--- src/rtl/param_dff_register.sv ---
// param_dff_register
//   WIDTH-bit register with synchronous active-high reset, clock enable and
//   an 8-way mode select (hold, load, shift left/right, increment,
//   decrement, clear, set). Qbar is the bitwise complement of Q. TC flags
//   the cycle before an increment or decrement wraps.
//
//   Optional build macro: ROTATE_EN
//     defined   - SHL/SHR rotate Q and ignore SL/SR
//     undefined - SHL/SHR shift in SL/SR
module param_dff_register #(
    parameter int              WIDTH = 8,
    // Only the low WIDTH bits of the reset value are meaningful.
    parameter logic [WIDTH-1:0] INIT = '0
) (
    input  logic             C,
    input  logic             R,
    input  logic             CE,
    input  logic [2:0]       M,
    input  logic [WIDTH-1:0] D,
    input  logic             SL,
    input  logic             SR,
    output logic [WIDTH-1:0] Q,
    output logic [WIDTH-1:0] Qbar,
    output logic             TC
);

    typedef enum logic [2:0] {
        MODE_HOLD = 3'b000,
        MODE_LOAD = 3'b001,
        MODE_SHL  = 3'b010,
        MODE_SHR  = 3'b011,
        MODE_INC  = 3'b100,
        MODE_DEC  = 3'b101,
        MODE_CLR  = 3'b110,
        MODE_SET  = 3'b111
    } mode_e;

    localparam logic [WIDTH-1:0] ALL_ONES = '1;
    localparam logic [WIDTH-1:0] ALL_ZERO = '0;
    localparam logic [WIDTH-1:0] ONE      = {{(WIDTH-1){1'b0}}, 1'b1};

    logic [WIDTH-1:0] q_q;
    logic [WIDTH-1:0] q_d;
    logic [WIDTH-1:0] shl_val;
    logic [WIDTH-1:0] shr_val;
    logic             tc;

`ifdef ROTATE_EN
    // Serial inputs have no role when shifts rotate.
    logic unused_serial;
    assign unused_serial = SL ^ SR;

    // Rotating shifts feed the bit that falls off back into the other end.
    always_comb begin
        shl_val = {q_q[WIDTH-2:0], q_q[WIDTH-1]};
        shr_val = {q_q[0], q_q[WIDTH-1:1]};
    end
`else
    // Plain shifts take the new end bit from the serial inputs.
    always_comb begin
        shl_val = {q_q[WIDTH-2:0], SL};
        shr_val = {SR, q_q[WIDTH-1:1]};
    end
`endif

    // Next-state selection; an unrecognised (X/Z) mode falls to hold.
    always_comb begin
        q_d = q_q;
        if (CE) begin
            case (M)
                MODE_HOLD: q_d = q_q;
                MODE_LOAD: q_d = D;
                MODE_SHL:  q_d = shl_val;
                MODE_SHR:  q_d = shr_val;
                MODE_INC:  q_d = q_q + ONE;
                MODE_DEC:  q_d = q_q - ONE;
                MODE_CLR:  q_d = ALL_ZERO;
                MODE_SET:  q_d = ALL_ONES;
                default:   q_d = q_q;
            endcase
        end
    end

    // State register; reset wins over enable and mode on the same edge.
    always_ff @(posedge C) begin
        if (R) begin
            q_q <= INIT;
        end else begin
            q_q <= q_d;
        end
    end

    // Terminal count: high only in the cycle whose edge will wrap Q.
    always_comb begin
        tc = 1'b0;
        if (CE) begin
            case (M)
                MODE_INC: tc = (q_q == ALL_ONES);
                MODE_DEC: tc = (q_q == ALL_ZERO);
                default:  tc = 1'b0;
            endcase
        end
    end

    assign Q    = q_q;
    assign Qbar = ~q_q;
    assign TC   = tc;

endmodule

--- config.mk ---
export PLATFORM = sky130hd
export DESIGN_NAME = param_dff_register
export DESIGN_NICKNAME = d
export VERILOG_FILES = /design/src/rtl/param_dff_register.sv
export SDC_FILE = /design/constraint.sdc
export NUM_CORES = 1
export LEC_CHECK = 0
export ABC_CLOCK_PERIOD_IN_PS = 1600
export BUFFER_PORTS_ARGS = -buffer_cell sky130_fd_sc_hd__clkbuf_2
export CORE_UTILIZATION = 45
export DETAILED_ROUTE_END_ITERATION = 16
export MAX_ROUTING_LAYER = met4
export PLACE_DENSITY = 0.71
export SLEW_MARGIN = 10
export SYNTH_ARGS = -nofsm -noshare
export SYNTH_HDL_FRONTEND = slang
export SYNTH_SLANG_ARGS = --single-unit
--- constraint.sdc ---
create_clock -name C -period 1.6 [get_ports C]
set_input_delay 0.16 -clock C [delete_from_list [all_inputs] [get_ports C]]
set_output_delay 0.16 -clock C [all_outputs]
set_load 0.01 [all_outputs]
; ---- After elaboration in Yosys (flattened, before gate mapping)
; Cells that the tools add are included.
[word_totals]
inputBits = 16
romBits = 0
word_cells = 19
reg_bits = 8
memories = 0
ram_bits = 0
latch_bits = 0
out_inout_bits = 17
[op_classes]
shifts = 0
n_eq_ne = 8
multipliers = 0
mux = 3
bitwise = 2
reduce_logical = 3
n_lt_le_gt_ge = 0
div = 0
n_addsub = 2
[op_table]
columns = cell, n
row1 = 8-bit one-hot mux with 7 select lines, 1
row2 = 3-bit == test (second input constant), 4
row3 = 8-bit by 1-bit adder with 8-bit output (second input constant), 1
row4 = 8-bit == test (second input constant), 1
row5 = 8-bit logical NOT, 1
row6 = 8-bit inverter, 1
row7 = 8-bit by 1-bit subtractor with 8-bit output (second input constant), 1
row8 = 3-bit by 2-bit == test with 1-bit output (second input constant), 2
row9 = 3-bit by 1-bit == test with 1-bit output (second input constant), 1
row10 = 3-bit logical NOT, 1
row11 = 1-bit one-hot mux with 2 select lines, 1
row12 = 2-bit AND reduction, 1
row13 = 1-bit two-way mux, 1
row14 = 1-bit inverter, 1

; ---- Longest topological paths before layout
[depth]
ltp_word = 3
mapped_depth = 8
mapped_depth_nobuf = 7

; ---- Worst setup path before layout
; No wires, ideal clock.
[synth_timing]
path_type = register -> register
start = register q_q[1] (netlist: Q[1])
end = register q_q[6] (netlist: Q[6])
setup_ns = 0.095
slack_ns = -0.147
n_path_buf = 1
required_time_ns = 1.505
t_arrival_ns = 1.651
stages_incl_launch_ff = 8
cell_sequence = dfxtp_1 buf_6 xnor2_1 ha_1 nand2b_1 o2bb2a_1 or4_1 o311ai_1
[synth_between]
elab_chain_cells = 2
word_cells_on_any_way = 3
cone_classes = add/sub: 2 / mux: 1
[synth_lines]
columns = element, line_no
row1 = from (decl), 42  ; logic [WIDTH-1:0] q_q;
row2 = from (signal assigned), 89  ; q_q <= q_d;
row3 = 8-bit by 1-bit subtractor with 8-bit output or 8-bit by 1-bit adder with 8-bit output (tied branches), "76, 75"
row4 = 8-bit one-hot mux with 7 select lines *, 70  ; case (M)
; Every way passes the cells marked *; elsewhere a longest branch is shown, timed or not.
; A chain may end at the register's enable or synchronous reset.

; ---- Worst setup path after layout
[layout_timing]
start = register q_q[1] (netlist: Q[1])
end = output TC
[layout_between]
elab_chain_cells = 3
word_cells_on_any_way = 4
cone_classes = eq/ne: 1 / mux: 2 / reduce/logical: 1
[layout_lines]
columns = element, line_no
row1 = 8-bit == test or 8-bit logical NOT (tied branches), "98, 99"
row2 = 1-bit one-hot mux with 2 select lines *, 97  ; case (M)
row3 = 1-bit two-way mux *, 96  ; if (CE) begin
row4 = to (decl), 24  ; output logic TC
; Marked as above.

==> key figures <==
Power
  • Pwr/cell area: slightly below 600 nW/um2
  • Worst vdd ir: roughly 0.34 mV
  • Total Power: roughly 780 uW
  • LEAKAGE: 0.000599 uW

Logic synthesis
  • Mean area per synthesized cell: about 7.9 um2
  • Yosys warns: 0
  • Main flop type after synthesis: dfxtp_1
  • Post-Synthesis Cells: 125
  • Post-synthesis compound-gate area fraction: 33.2%
  • Largest family of logic cells by synthesized area: compound AO/OA/AOI/OAI gates
  • Top cells by area, synth: dfxtp_1, buf_6, a21oi_1
  • Post-synthesis mux area share: approximately 4.2%
  • Synth top area share: ~16%
  • Post-synthesis adder-cell area fraction: 1.27%
  • Synth cell count leaders: a21oi_1, dfxtp_1, inv_1
  • Asr flop ratio synth: 0%
  • Simple-Gate Fraction of Synth Area: 28.1%
  • Syn nets: 142
  • Post-synthesis cell type count: 58
  • Post-synthesis xor/xnor area fraction: 2.66%
  • Post-synth EDFFs: 0
  • Register bit total from synthesis: 8
  • Register area share after synthesis: 16.2%
  • Area leader, netlist: dfxtp_1
  • Post-Syn Area: 988 um2

Setup path
  • Worst-path cell chain: buf_4 -> nor3_4 -> and4b_1 -> nand2_1 -> a21boi_2 -> buf_2
  • Family with the most delay on the worst path: simple AND/OR/NAND/NOR gates
  • Setup crit end kind: output port
  • Slowest cell on crit path: dfxtp_2
  • R2R Setup Slk: -0.08 ns
  • Crit Reg-Reg Endpoint: Q[6]$_SDFFE_PP0P_
  • WP depth: 6
  • R2R depth: 6
  • Setup crit start: Q[1]$_SDFFE_PP0P_
  • Crit path required time: 1.44 ns
  • RR Startpoint: Q[1]$_SDFFE_PP0P_
  • Kind of critical path: register to output port
  • WP buf/inv: 2
  • CP Max Fanout: 6
  • Largest stage delay on the critical path: about 0.34 ns
  • Worst Setup EP: TC
  • Worst setup SP type: register
  • WP data arrival: 1.56 ns

Clocking
  • Longest Clk Path Bufs: 2
  • Clk slew on worst S/H paths: 0.06 ns
  • CTS tree: built
  • Hold_buf cts: 0
  • Clock Sinks: 8
  • Worst-skew pair later-pin latency: ~0.27 ns
  • H-tree depth: 1
  • CTS Buf Count: 3
  • CTS root buf: clkbuf_4

Cells and area
  • Register Area: 169 um2
  • Fin nets: around 190
  • Layout area overhead: 35.9%
  • Largest register FFs: 8
  • Share of cells above drive strength 1: 47.1%
  • N_diodes: 0
  • Filler Cells Inserted: 184
  • Multi-input gate area: approximately 740 um2

Run status
  • Failing checks: negative setup slack
  • Status: finished, violations left

Routing
  • DR pass1 iterations: 4
  • Antenna Nets Post-Route: 0
  • Routed wire length: 3.43 mm
  • Via Count: 1243
  • WL per Instance: 17.4 um
  • # DRC: 0
  • Vias per inst: roughly 6.3
  • Detailed Route Iter0 Violations: 76

Placement
  • Pre-CTS setup slack: -0.171 ns
  • Port Buffers: 32
  • Post-DP HPWL: ~2.5 mm
  • GP Congestion: 0.932

Worst hold path
  • Hold Crit Class: input port to register

Global route
  • Largest net degree at the start of global routing: 23
  • Initial antenna violation count: 0
  • Vias in the first global route: roughly 1200
  • GRT Total Usage: 29.3%
  • First-pass GRT wire length: 5.36 mm
  • Gr ovfl total: 0

Floorplan
  • Die width: roughly 49 um
  • Die Height: 48.9 um
  • Core region area: 2020 um2
  • Initial Utilization: 48.9%
  • Io pins: 33
  • Die area: 2390 um2
  • Num rows: 16

STA
  • Fmax: 583 MHz
  • Final Max Slew Viols: 0
  • Final hold vios: 0
  • Final Skew: 0.00698 ns
  • Period utilization: 107%
  • Tmin final: between 1.5 and 2 ns
  • Slew @ Worst Pin: 0.400 ns
  • Setup ws final: -0.115 ns
  • Final setup fails: 4
  • Headroom to the max-slew limit: 72.7%
  • RSZ-0062 raised after global routing: true

Job
  • Max-Cap Viols: 0
==> cells in the final DEF (no fill, tap or decap), types with 4 or more instances in the layout <==
cell type,n
nor2_1,5
a21oi_1,8
inv_1,8
nand2_1,5
buf_4,24
nor3b_1,4
clkbuf_2,31
dfxtp_2,4
o21ai_0,5
nand3_1,4
==> worst min-delay path by stage <==
stage,startpoint,to,slack (ns),cells after the start
final,R,Q[1]$_SDFFE_PP0P_,0.26,2
after global routing,R,Q[0]$_SDFFE_PP0P_,0.26,2
after CTS,R,Q[1]$_SDFFE_PP0P_,0.23,2
after detailed placement,R,Q[1]$_SDFFE_PP0P_,0.50,2
after global placement,CE,Q[5]$_SDFFE_PP0P_,0.51,2
after floorplan,R,Q[6]$_SDFFE_PP0P_,0.38,2
==> stage by stage <==
step                      hold WS [ns]  cell area (um2)  TNS (ns)  utilization (%)  instances
final                            0.260             1340    -0.308             66.5        197
after global routing             0.259             1340    -0.512             66.5        197
after CTS                        0.232             1320    -0.123             65.2        197
after detailed placement         0.505             1260    -0.194             62.3        192
after global placement           0.512             1260   -0.0804             62.3        192
after floorplan                  0.376             1010   -0.0839                -        125
==> layout make-up <==
cell class                 instances  share of cell area, %
clock buffer                       3                   1.68
inverter                           9                   2.51
multi-input combinational         94                   55.4
sequential                         8                   12.6
tap                               27                   2.51
timing repair buffer              56                   25.3
==> power breakdown <==
part	internal, uW	total, uW	switching [uW]
Clock	86.9	174	86.7
Combinational	170	355	185
Sequential	218	247	29.4
Total	475	776	301
==> logic make-up (layout without fill, tap and decap cells) <==
family | Yosys count | after routing
AO/OA/AOI/OAI | 43 | 43
AND/OR/NAND/NOR | 43 | 43
buffers and inverters | 23 | 68
flip-flops | 8 | 8
multiplexers | 4 | 4
XOR/XNOR | 3 | 3
adder cells (fa/ha/maj) | 1 | 1
==> what timing repair did <==
action / CTS / global route
endpoints found under the setup margin: 2 / 4
resized for setup: 6 / 8
gates cloned: 0 / 0
buffers inserted: 2 / 0
pin swaps: 4 / 1
==> metal layers <==
layer  global-route usage (%)  vias up  wire length [um]
met5                        -        -                 0
met4                     13.2        0                79
met3                     2.49       12               297
met2                     49.3       84              1720
met1                     35.3      577              1340
li1                         -      570                 -
Note: power is estimated with default switching activity, not from simulation.
